[src/rtl/ramd_stream_reader.sv]
// ramd_stream_reader: walks a contiguous word range of the data RAM and presents each word on a valid/ready stream.
// Build option RAMD_READER_WRAP_EN: addresses wrap at DEPTH and out-of-range commands are no longer rejected.

module ramd_stream_reader #(
    parameter int DATA_W = 32,
    parameter int ADDR_W = 32,
    parameter int DEPTH  = 328
) (
    input  logic              clock,
    input  logic              reset_n,
    input  logic              start,
    input  logic [ADDR_W-1:0] base_addr,
    input  logic [ADDR_W-1:0] length,
    output logic              busy,
    output logic              done,
    output logic              err,
    output logic [ADDR_W-1:0] ram_address,
    output logic              ram_wren,
    output logic [DATA_W-1:0] ram_data,
    input  logic [DATA_W-1:0] ram_q,
    output logic              out_valid,
    input  logic              out_ready,
    output logic [DATA_W-1:0] out_data,
    output logic              out_last
);

    localparam logic [1:0] S_IDLE  = 2'd0;
    localparam logic [1:0] S_READ  = 2'd1;
    localparam logic [1:0] S_DRAIN = 2'd2;
    localparam logic [1:0] S_DONE  = 2'd3;

    localparam logic [ADDR_W-1:0] ADDR_ONE  = ADDR_W'(1);
    localparam logic [ADDR_W-1:0] ADDR_ZERO = {ADDR_W{1'b0}};

`ifdef RAMD_READER_WRAP_EN
    localparam logic [ADDR_W-1:0] ADDR_LAST = ADDR_W'(DEPTH - 1);

    function automatic logic [ADDR_W-1:0] next_addr(input logic [ADDR_W-1:0] addr);
        if (addr == ADDR_LAST) begin
            next_addr = ADDR_ZERO;
        end else begin
            next_addr = addr + ADDR_ONE;
        end
    endfunction
`else
    function automatic logic [ADDR_W-1:0] next_addr(input logic [ADDR_W-1:0] addr);
        next_addr = addr + ADDR_ONE;
    endfunction
`endif

    logic [1:0]        r_state;
    logic [ADDR_W-1:0] r_ptr;
    logic [ADDR_W-1:0] r_remain;
    logic [ADDR_W-1:0] r_len;
    logic [ADDR_W-1:0] r_beat;
    logic [ADDR_W-1:0] r_ram_address;
    logic [1:0]        r_pipe_v;
    logic [DATA_W-1:0] r_fifo [4];
    logic [1:0]        r_wr_ptr;
    logic [1:0]        r_rd_ptr;
    logic [2:0]        r_count;
    logic              r_busy;
    logic              r_done;
    logic              r_err;

    logic [2:0]        w_inflight;
    logic              w_room;
    logic              w_range_bad;
    logic              w_accept;
    logic              w_issue;
    logic              w_push;
    logic              w_pop;
    logic              w_fifo_nempty;
    logic              w_last;

`ifdef RAMD_READER_WRAP_EN
    assign w_range_bad = 1'b0;
`else
    logic [ADDR_W:0] w_end;
    // Extra bit keeps base+length from overflowing before the comparison.
    assign w_end       = {1'b0, base_addr} + {1'b0, length};
    assign w_range_bad = (w_end > (ADDR_W+1)'(DEPTH));
`endif

    assign w_inflight    = {2'b00, r_pipe_v[0]} + {2'b00, r_pipe_v[1]};
    assign w_room        = ((r_count + w_inflight) < 3'd4);
    assign w_accept      = (r_state == S_IDLE) && start && (length != ADDR_ZERO) && !w_range_bad;
    assign w_issue       = (r_state == S_READ) && w_room;
    assign w_push        = r_pipe_v[1];
    assign w_fifo_nempty = (r_count != 3'd0);
    assign w_pop         = w_fifo_nempty && out_ready;
    assign w_last        = w_fifo_nempty && (r_beat == (r_len - ADDR_ONE));

    // Address issue: the accepting edge already issues the base address.
    always_ff @(posedge clock or negedge reset_n) begin
        if (!reset_n) begin
            r_ram_address <= ADDR_ZERO;
            r_ptr         <= ADDR_ZERO;
            r_remain      <= ADDR_ZERO;
            r_pipe_v      <= 2'b00;
        end else begin
            r_pipe_v <= {r_pipe_v[0], (w_accept | w_issue)};
            if (w_accept) begin
                r_ram_address <= base_addr;
                r_ptr         <= next_addr(base_addr);
                r_remain      <= length - ADDR_ONE;
            end else if (w_issue) begin
                r_ram_address <= r_ptr;
                r_ptr         <= next_addr(r_ptr);
                r_remain      <= r_remain - ADDR_ONE;
            end
        end
    end

    // Four-entry output FIFO fed by the second read-pipeline stage.
    always_ff @(posedge clock or negedge reset_n) begin
        if (!reset_n) begin
            for (int i = 0; i < 4; i++) begin
                r_fifo[i] <= {DATA_W{1'b0}};
            end
            r_wr_ptr <= 2'd0;
            r_rd_ptr <= 2'd0;
            r_count  <= 3'd0;
        end else begin
            if (w_push) begin
                r_fifo[r_wr_ptr] <= ram_q;
                r_wr_ptr         <= r_wr_ptr + 2'd1;
            end
            if (w_pop) begin
                r_rd_ptr <= r_rd_ptr + 2'd1;
            end
            case ({w_push, w_pop})
                2'b10:   r_count <= r_count + 3'd1;
                2'b01:   r_count <= r_count - 3'd1;
                default: r_count <= r_count;
            endcase
        end
    end

    // Transfer sequencing, beat counting and status pulses.
    always_ff @(posedge clock or negedge reset_n) begin
        if (!reset_n) begin
            r_state <= S_IDLE;
            r_len   <= ADDR_ZERO;
            r_beat  <= ADDR_ZERO;
            r_busy  <= 1'b0;
            r_done  <= 1'b0;
            r_err   <= 1'b0;
        end else begin
            r_done <= 1'b0;
            r_err  <= 1'b0;
            if (w_pop) begin
                r_beat <= r_beat + ADDR_ONE;
            end
            case (r_state)
                S_IDLE: begin
                    if (start) begin
                        if (length == ADDR_ZERO) begin
                            r_state <= S_DONE;
                            r_done  <= 1'b1;
                        end else if (w_range_bad) begin
                            r_err <= 1'b1;
                        end else begin
                            r_state <= (length == ADDR_ONE) ? S_DRAIN : S_READ;
                            r_busy  <= 1'b1;
                            r_len   <= length;
                            r_beat  <= ADDR_ZERO;
                        end
                    end
                end
                S_READ: begin
                    if (w_issue && (r_remain == ADDR_ONE)) begin
                        r_state <= S_DRAIN;
                    end
                end
                S_DRAIN: begin
                    if (w_pop && w_last) begin
                        r_state <= S_DONE;
                        r_done  <= 1'b1;
                        r_busy  <= 1'b0;
                    end
                end
                S_DONE: begin
                    r_state <= S_IDLE;
                end
                default: begin
                    r_state <= S_IDLE;
                    r_busy  <= 1'b0;
                end
            endcase
        end
    end

    assign busy        = r_busy;
    assign done        = r_done;
`ifdef RAMD_READER_WRAP_EN
    assign err         = 1'b0;
`else
    assign err         = r_err;
`endif
    assign ram_address = r_ram_address;
    assign ram_wren    = 1'b0;
    assign ram_data    = {DATA_W{1'b0}};
    assign out_valid   = w_fifo_nempty;
    assign out_data    = r_fifo[r_rd_ptr];
    assign out_last    = w_last;

endmodule

[config.mk]
export PLATFORM = sky130hd
export DESIGN_NAME = ramd_stream_reader
export DESIGN_NICKNAME = d
export VERILOG_FILES = /design/src/rtl/ramd_stream_reader.sv
export SDC_FILE = /design/constraint.sdc
export NUM_CORES = 1
export LEC_CHECK = 0
export BUFFER_PORTS_ARGS = -buffer_cell sky130_fd_sc_hd__clkbuf_2
export CAP_MARGIN = 20
export CORE_MARGIN = 3
export CORE_UTILIZATION = 24
export CTS_CLUSTER_SIZE = 40
export DETAILED_ROUTE_END_ITERATION = 8
export PLACE_DENSITY_LB_ADDON = 0.2
export SLEW_MARGIN = 20
export SYNTH_ARGS = -nofsm -noshare
export SYNTH_HDL_FRONTEND = slang
export SYNTH_SLANG_ARGS = --single-unit
export TNS_END_PERCENT = 50
[constraint.sdc]
create_clock -name clock -period 4.9 [get_ports clock]
set_input_delay 0.49 -clock clock [delete_from_list [all_inputs] [get_ports clock]]
set_output_delay 0.49 -clock clock [all_outputs]
set_load 0.01 [all_outputs]
==> metrics, run 1 <==
Hold WC Path Type in2async; GRT Total Usage 14.2%; Critical Path AT 4.99 ns; critical path capture point type register; cell family with most CP delay simple AND/OR/NAND/NOR gates; Multi-input gate area 0.0101 mm²; Slew HR 35.4%; Synth Flop Type dfrtp_1; RSZ-0062 raised after global routing no; initial antenna violation count 2; Post-DRT Antenna Nets 0; critical path class in2reg; vias 14700; post-placement cell count 3049; postcts setup bufs 0; Synth area leaders dfrtp_1, mux2_2, nand2_1, xnor2_1, xor2_1; fin nets 2272; post-synth top area share 41.3%; CTS tree done; Post-Syn Area per Cell 9.70 µm²; row count 100; clock skew 0.0278 ns; ant diodes 0; placed inst area 0.0208 mm²; Post-synth EDFFs 0; Pleak 9.53 nW; Levels on crit path 21; CP most frequent cell nor2_1; Post-route DRC 0; synth unique cells 76; hold violation count in the final report 0; WL met1 26900 µm; I/O pin cnt 202; total grt overflow 0; WL per Instance 18.2 µm; Worst IR Drop VDD 185 µV; #FFs+latches synth 302; Routed met3 length 3010 µm; R2R depth 15; worst slew pin tran 0.960 ns; share of layout cells above drive strength 1 24.9%; DP Wirelength 42400 µm; ys async rst share 100%; pre-CTS WS -0.219 ns; most frequent cells after synthesis dfrtp_1, nand2_1, nor2_1, mux2_2, xnor2_1; drt pass-1 iters 5; final slew viol count 0; Final Non-Filler Cells 3120; Post-Route Utilization 29.6%; port bufs 168; Gates resized, CTS repair 0; CTS Sinks 302; largest net degree at the start of global routing 110; final wirelength 56900 µm; htree depth 2; sequential area share after synthesis 41.3%; initial core utilization 24.4%; YS warnings 0; outcome finished clean; cts bufs inserted 40; top-count cell post-synth dfrtp_1; routed vias/inst 4.72; Crit path buffers/inverters 2; Post-Syn Area 0.0183 mm²; Critical Path Fanout Max 4; clock latency on the worst-skew pair 0.56 ns; Die Ht 282 µm; post-synth top area cell dfrtp_1; top routing layer used met4; first-pass GRT wire length 87700 µm; Die X 282 µm; # fillers 7937; DRT iter0 DRCs 720; Final Setup Violations 0; CP required 5.36 ns; Power Density 343 mW/mm²; Met2 Wirelength 25700 µm; Fmax 220 MHz; cell count after synthesis 1886; PnR worst setup slack 0.364 ns; CTS Root Cell clkbuf_16; maxcap violations 0; Synth-to-Final Area Change 21.3%; sequential cell area 0.00756 mm²; final RePlAce weighted congestion 0.842; Final Cycle Share 92.6%; worst path cell trace clkbuf_2, ha_1, fa_1, a21o_1, a221oi_4, o21bai_1, xor2_1, or4_1, a2111oi_0, and4_1, and4_1, nand2_2, mux2_1, ha_1, inv_1, nor2_1, nand3_1, nor2_1, xor2_1, nor2_1, a21oi_1; Crit-path slowest cell or4_1; Critical Path Start Type input pin; CTS Hold Bufs 0; CP max stage delay 0.50 ns; Period minus WS final 4.54 ns; core area 0.0749 mm²; die footprint 0.0796 mm²; design area 0.0222 mm²; Worst R2R Setup Slack 0.79 ns; Clock transition at path regs 0.06 ns; Total Power 7.61 mW; number of global-route vias before repair 14700; clk buf depth 3
metrics by stage:
step / setup TNS [ns] / hold slack, ns
2_1_floorplan: 0 / 0.194
6_report: 0 / 0.00975
3_3_place_gp: -0.911 / 0.391
4_1_cts: 0 / 0.0254
3_5_place_dp: -2.80 / 0.389
5_1_grt: 0 / 0.0619
cell usage in the layout (no fill, tap or decap), drive strengths merged, types with 35 or more instances in the layout:
master | netlist | layout
o21ai | 106 | 106
buf | 69 | 118
xnor2 | 115 | 115
mux2 | 135 | 135
nor3 | 50 | 50
nand3 | 53 | 53
inv | 33 | 35
ha | 48 | 48
clkbuf | 54 | 224
a21oi | 75 | 75
nor2 | 147 | 147
nand4 | 36 | 36
xor2 | 91 | 91
dfrtp | 302 | 302
nand2 | 274 | 274
mux2i | 41 | 41
logic make-up after synthesis:
group / Yosys count / synth area share [%]
flip-flops: 302 / 41.3
AND/OR/NAND/NOR: 686 / 17.6
buffers and inverters: 156 / 4.07
other: 1 / 0.0205
multiplexers: 208 / 14.5
AO/OA/AOI/OAI: 277 / 9.19
adder cells (fa/ha/maj): 50 / 3.50
XOR/XNOR: 206 / 9.86
worst register-to-register path: stages (launching register included):
cell,delay [ns]
dfrtp_1,0.45
inv_1,0.12
ha_1,0.20
nor3b_1,0.28
nand3_1,0.17
o41ai_1,0.44
o311ai_1,0.24
nor4_1,0.32
buf_4,0.16
nand4_1,0.08
nor4b_1,0.34
buf_4,0.17
nand4_1,0.08
or3b_1,0.44
a211o_1,0.37
mux2i_1,0.13
sequential cells by signal (all words and copies together) (netlist names):
register     cells
r_state          2
r_wr_ptr         2
ram_address     32
r_pipe_v         2
busy             1
r_rd_ptr         2
err              1
r_beat          32
r_fifo         128
r_count          3
r_len           32
done             1
r_remain        32
r_ptr           32
cell type report:
cell class,count,area share [%]
multi-input cells,1460,45.7
flip-flops and latches,302,34.1
repair buffers,285,7.96
clock inverters,14,0.919
clock buffers,57,5.35
well taps,969,5.46
inverters,33,0.558
report_power, final:
part | switching [mW] | total [mW] | leakage (nW) | internal (mW)
clock | 1.18 | 3.09 | 0.678 | 1.90
sequential | 0.172 | 2.86 | 3.55 | 2.69
combinational | 0.861 | 1.66 | 5.30 | 0.801
total | 2.22 | 7.61 | 9.53 | 5.39
worst paths after layout:
check,from,to
worst max-delay path,base_addr[0],r_ptr[30]$_DFFE_PN0P_
worst min-delay path,reset_n,r_fifo[68]$_DFFE_PN0P_
worst max register to register,r_len[0]$_DFFE_PN0P_,r_state[0]$_DFFE_PN0P_
worst min register to register,r_pipe_v[0]$_DFF_PN0_,r_pipe_v[1]$_DFF_PN0_
max in group asynchronous,reset_n,r_remain[23]$_DFFE_PN0P_
min in group clock,ram_q[25],r_fifo[89]$_DFFE_PN0P_
per-layer routing:
layer | vias up | GRT usage [%]
met4 | 0 | 3.62
met5 | - | 0
met2 | 334 | 22.9
met1 | 7254 | 19.5
li1 | 7085 | -
met3 | 65 | 2.59
(Power assumes the default switching activity.)
==> run 2, diff against run 1 <==
- PLACE_DENSITY: unset -> 0.49
- PLACE_DENSITY_LB_ADDON: 0.2 -> unset
==> metrics, run 2 (synthesis gave the netlist of run 1 again) <==
Worst IR Drop VDD 203 µV; sequential share of power 38.5%; Synth-to-Final Area Change 20.6%; CTS Sinks 302; Period minus WS final 4.61 ns; core area 0.0749 mm²; postcts setup bufs 0; Power Density 338 mW/mm²; Final Setup Violations 0; switching pwr 2.21 mW; first-pass GRT wire length 87300 µm; placed inst area 0.0207 mm²; share of layout cells above drive strength 1 24.5%; Hold Startpoint ram_q[21]; largest net degree at the start of global routing 133; Critical Path Fanout Max 6; critical path capture point type register; Crit-path slowest cell or4_1; routed vias/inst 4.72; DRT iter0 DRCs 784; clk buf depth 3; Clock transition at path regs 0.06 ns; WL per Instance 18.1 µm; Critical Path AT 5.08 ns; port bufs 168; CP required 5.37 ns; clock skew 0.0201 ns; initial antenna violation count 9; maxcap violations 0; Fmax 217 MHz; most common cell after layout, fill and taps aside dfrtp_1; drt pass-1 iters 5; sw frac 29.7%; Final Cycle Share 94.0%; design area 0.0221 mm²; Post-DRT Antenna Nets 0; row count 100; CTS Root Cell clkbuf_16; Post-route DRC 0; worst r2r src r_len[0]$_DFFE_PN0P_; initial core utilization 24.4%; DP Wirelength 42100 µm; Hold WC Path Type in2reg; die footprint 0.0796 mm²; worst slew pin tran 0.960 ns; htree depth 2; Hold Slack 0.191 ns; Gate power share 21.9%; critical path class in2reg; hold violation count in the final report 0; final wirelength 56400 µm; Post-Route Utilization 29.4%; Reg with most FFs r_fifo; CTS tree done; Pleak 9.45 nW; RSZ-0062 raised after global routing yes; vias 14700; internal power 5.25 mW; CP max stage delay 0.52 ns; outcome finished clean; cts bufs inserted 38; worst path cell trace clkbuf_2, ha_1, fa_1, a21o_1, a221oi_4, o21bai_1, xor2_1, or4_1, a2111oi_1, and4_1, and4_1, nand2_2, mux2_1, ha_1, inv_1, nor2_2, buf_4, nand3_1, xnor2_1, nor2_1, a21oi_1; fin nets 2262; Largest register FFs 128; clock share of power 39.6%; Slew HR 35.4%; Die Ht 282 µm; Crit. Startpoint base_addr[0]; clock latency on the worst-skew pair 0.57 ns; cell family with most CP delay simple AND/OR/NAND/NOR gates; Die X 282 µm; final slew viol count 0; final RePlAce weighted congestion 0.835; I/O pin cnt 202; total grt overflow 0; Critical Path Start Type input pin; Crit path buffers/inverters 3; GRT Total Usage 14.0%; most frequent cells in the layout dfrtp_1, nand2_1, clkbuf_2, nor2_1, mux2_2; pre-CTS WS -0.351 ns; PnR worst setup slack 0.292 ns; number of global-route vias before repair 15000
## run 2: timing repair
item | in CTS | in global routing
endpoints found under the setup margin | 0 | 5
hold buffers | 1 | 0
resized for setup | 0 | 4
hold endpoints to repair | 79 | 0
## run 2: path summary, 6_finish.rpt
kind | to | slack (ns) | depth (start not counted)
setup reg to reg | r_state[0]$_DFFE_PN0P_ | 0.79 | 15
hold / removal | r_fifo[21]$_DFFE_PN0P_ | 0.19 | 2
max in group asynchronous | r_len[30]$_DFFE_PN0P_ | 3.10 | 3
min in group asynchronous | r_fifo[74]$_DFFE_PN0P_ | 0.50 | 2
setup / recovery | r_ptr[8]$_DFFE_PN0P_ | 0.29 | 21
hold reg to reg | r_pipe_v[1]$_DFF_PN0_ | 0.39 | 0
## run 2: power by group through the flow
stage          Clock [mW]  Sequential [mW]  Combinational [mW]
3_3_place_gp            0             2.90                1.64
3_5_place_dp            0             2.92                1.66
6_report             2.95             2.87                1.63
5_1_grt              3.17             2.91                1.80
4_1_cts              3.07             2.88                1.67
2_1_floorplan           0             2.81                1.08
## run 2: metal layers
| metal | routed length, µm | GRT usage, % | up-vias | part of all wire, % |
|---|---|---|---|---|
| li1 | - | - | 7047 | - |
| met1 | 25700 | 18.7 | 7177 | 46 |
| met2 | 25400 | 22.6 | 354 | 45 |
| met3 | 3650 | 3.36 | 92 | 6.5 |
| met4 | 1530 | 4.30 | 12 | 2.7 |
| met5 | 88 | 0 | - | 0.16 |
## run 2: metrics by stage
step / std cells / TNS [ns] / power, mW
floorplan: 1918 / 0 / 3.89
global placement: 3039 / -1.33 / 4.54
detailed placement: 3039 / -3.56 / 4.58
CTS: 3107 / 0 / 7.62
global route: 3108 / -0.0143 / 7.87
finish: 3111 / 0 / 7.46
## run 2: layout make-up
cell class | instances | area [µm²]
inverter | 33 | 124
tap | 969 | 1210
clock buffer | 51 | 1040
fill | 7858 | 52900
antenna | 3 | 7.51
sequential | 302 | 7560
timing repair buffer | 277 | 1720
multi-input combinational | 1460 | 10100
clock inverter | 16 | 256
==> run 3, diff against run 2 <==
- ABC_CLOCK_PERIOD_IN_PS: unset -> 4900
- BUFFER_PORTS_ARGS: -buffer_cell sky130_fd_sc_hd__clkbuf_2 -> unset
- DONT_BUFFER_PORTS: unset -> 1
- PLACE_DENSITY: 0.49 -> 0.47
==> metrics, run 3 (synthesis gave the netlist of run 1 again) <==
row count 100; GRT Total Usage 13.6%; Reg with most FFs r_fifo; port bufs 0; clk buf depth 3; Die Ht 282 µm; Power Density 339 mW/mm²; RSZ-0062 raised after global routing no; Met2 Wirelength 25200 µm; clock skew 0.0174 ns; drt pass-1 iters 5; largest net degree at the start of global routing 303; CTS Sinks 302; Critical Path Fanout Max 7; final slew viol count 0; routed vias/inst 4.80; CP required 4.41 ns; Synth-to-Final Area Change 13.9%; vias 13900; worst slew pin tran 0.879 ns; first-pass GRT wire length 84500 µm; WL per Instance 19.0 µm; CTS Hold Bufs 5; final wirelength 54900 µm; most frequent cells in the layout dfrtp_1, nand2_1, nor2_1, mux2_2, xnor2_1; number of global-route vias before repair 13900; die footprint 0.0796 mm²; total negative setup slack 0 ns; hold violation count in the final report 302; sequential share of power 41.1%; Gates resized, CTS repair 0; Post-DRT Antenna Nets 0; initial antenna violation count 4; postcts setup bufs 0; R2R depth 12; cts bufs inserted 37; Routed met3 length 5380 µm; most common cell after layout, fill and taps aside dfrtp_1; maxcap violations 0; Fmax 219 MHz; Critical Path AT 4.07 ns; Crit-path slowest cell or4_4; sw frac 28.1%; CTS Root Cell clkbuf_16; Hold Slack -0.339 ns; initial core utilization 24.4%; top routing layer used met5; clock latency on the worst-skew pair 0.55 ns; CTS tree done; critical path class reg2out; Die X 282 µm; Worst IR Drop VDD 160 µV; fin nets 2052; DP Wirelength 40100 µm; WL met1 23300 µm; share of layout cells above drive strength 1 16.2%; clock share of power 41.0%; Final Setup Violations 0; Largest register FFs 128; total grt overflow 0; outcome complete, but fails checks; worst r2r src r_len[3]$_DFFE_PN0P_; Period minus WS final 4.56 ns; Crit. Startpoint r_len[3]$_DFFE_PN0P_; CP most frequent cell nor2_1; Gate power share 18.0%; Clock transition at path regs 0.06 ns; internal power 5.08 mW; Critical Path Start Type register; I/O pin cnt 202; critical path capture point type primary output; CP max stage delay 0.61 ns; switching pwr 1.99 mW; Pleak 8.54 nW; htree depth 2; Final Cycle Share 93.0%; Post-route DRC 0; DRT iter0 DRCs 880; failing checks negative hold slack; core area 0.0749 mm²; Hold WC Path Type in2async; worst path cell trace or4_4, nor4b_4, nand3_1, nor4_4, mux2_1, mux2i_1, nor2_1, a41oi_1, nor2_1, buf_4; Slew HR 41.4%; final RePlAce weighted congestion 0.864
-- run 3: cell types whose count changed in the layout (fill, tap and decap cells not counted), sizes merged --
| cell | change |
|---|---|
| clkbuf | -171 |
| buf | -46 |
| dlygate4sd3 | +4 |
| clkinv | -2 |
| clkinvlp | +2 |
| diode | -2 |
| inv | +2 |
-- run 3: worst max-delay path: cells and delay by family, from the launching register on --
| family | cells | cell delay [ns] |
|---|---|---|
| buf+inv | 1 | 0.18 |
| mux | 2 | 0.49 |
| flops | 1 | 0.48 |
| simple gates | 6 | 1.98 |
| compound gates | 1 | 0.39 |
-- run 3: final timing paths --
path                                      endpoint  slack, ns
setup reg to reg            r_state[1]$_DFFE_PN0P_       0.77
hold reg to reg              r_pipe_v[1]$_DFF_PN0_       0.40
hold / removal             r_fifo[108]$_DFFE_PN0P_      -0.34
setup / recovery                          out_last       0.34
min in group clock           r_len[13]$_DFFE_PN0P_       0.04
max in group asynchronous     r_beat[30]$_DFF_PN0_       4.53
-- run 3: metal layers --
layer / global-route usage, % / up-vias
met5: 0 / -
met1: 17.0 / 6861
met4: 3.28 / 2
met3: 5.27 / 64
met2: 22.2 / 346
li1: - / 6629
-- run 3: area by class of cell --
class | instances | area, µm²
fillers | 7868 | 54100
multi-input cells | 1460 | 10100
flip-flops and latches | 302 | 7560
well taps | 969 | 1210
clock buffers | 47 | 1030
repair buffers | 68 | 536
clock inverters | 18 | 235
inverters | 33 | 124
diodes | 1 | 2.50
-- run 3: stage by stage --
stage	setup slack, ns	util, %	area [µm²]	total power [mW]	std cells
after global routing	0.0753	27.8	20800	7.46	2897
after global placement	-0.0292	26.0	19500	4.21	2827
final	0.342	27.8	20800	7.07	2898
after CTS	0.288	27.8	20800	7.22	2897
after detailed placement	-0.149	26.0	19500	4.24	2827
after floorplan	0.0519	-	18400	3.89	1918
-- run 3: power by group through the flow --
stage	registers, mW	logic (mW)	clock network (mW)
6_report	2.90	1.27	2.90
5_1_grt	2.94	1.39	3.13
4_1_cts	2.91	1.29	3.02
3_5_place_dp	2.96	1.28	0
3_3_place_gp	2.94	1.27	0
2_1_floorplan	2.81	1.08	0
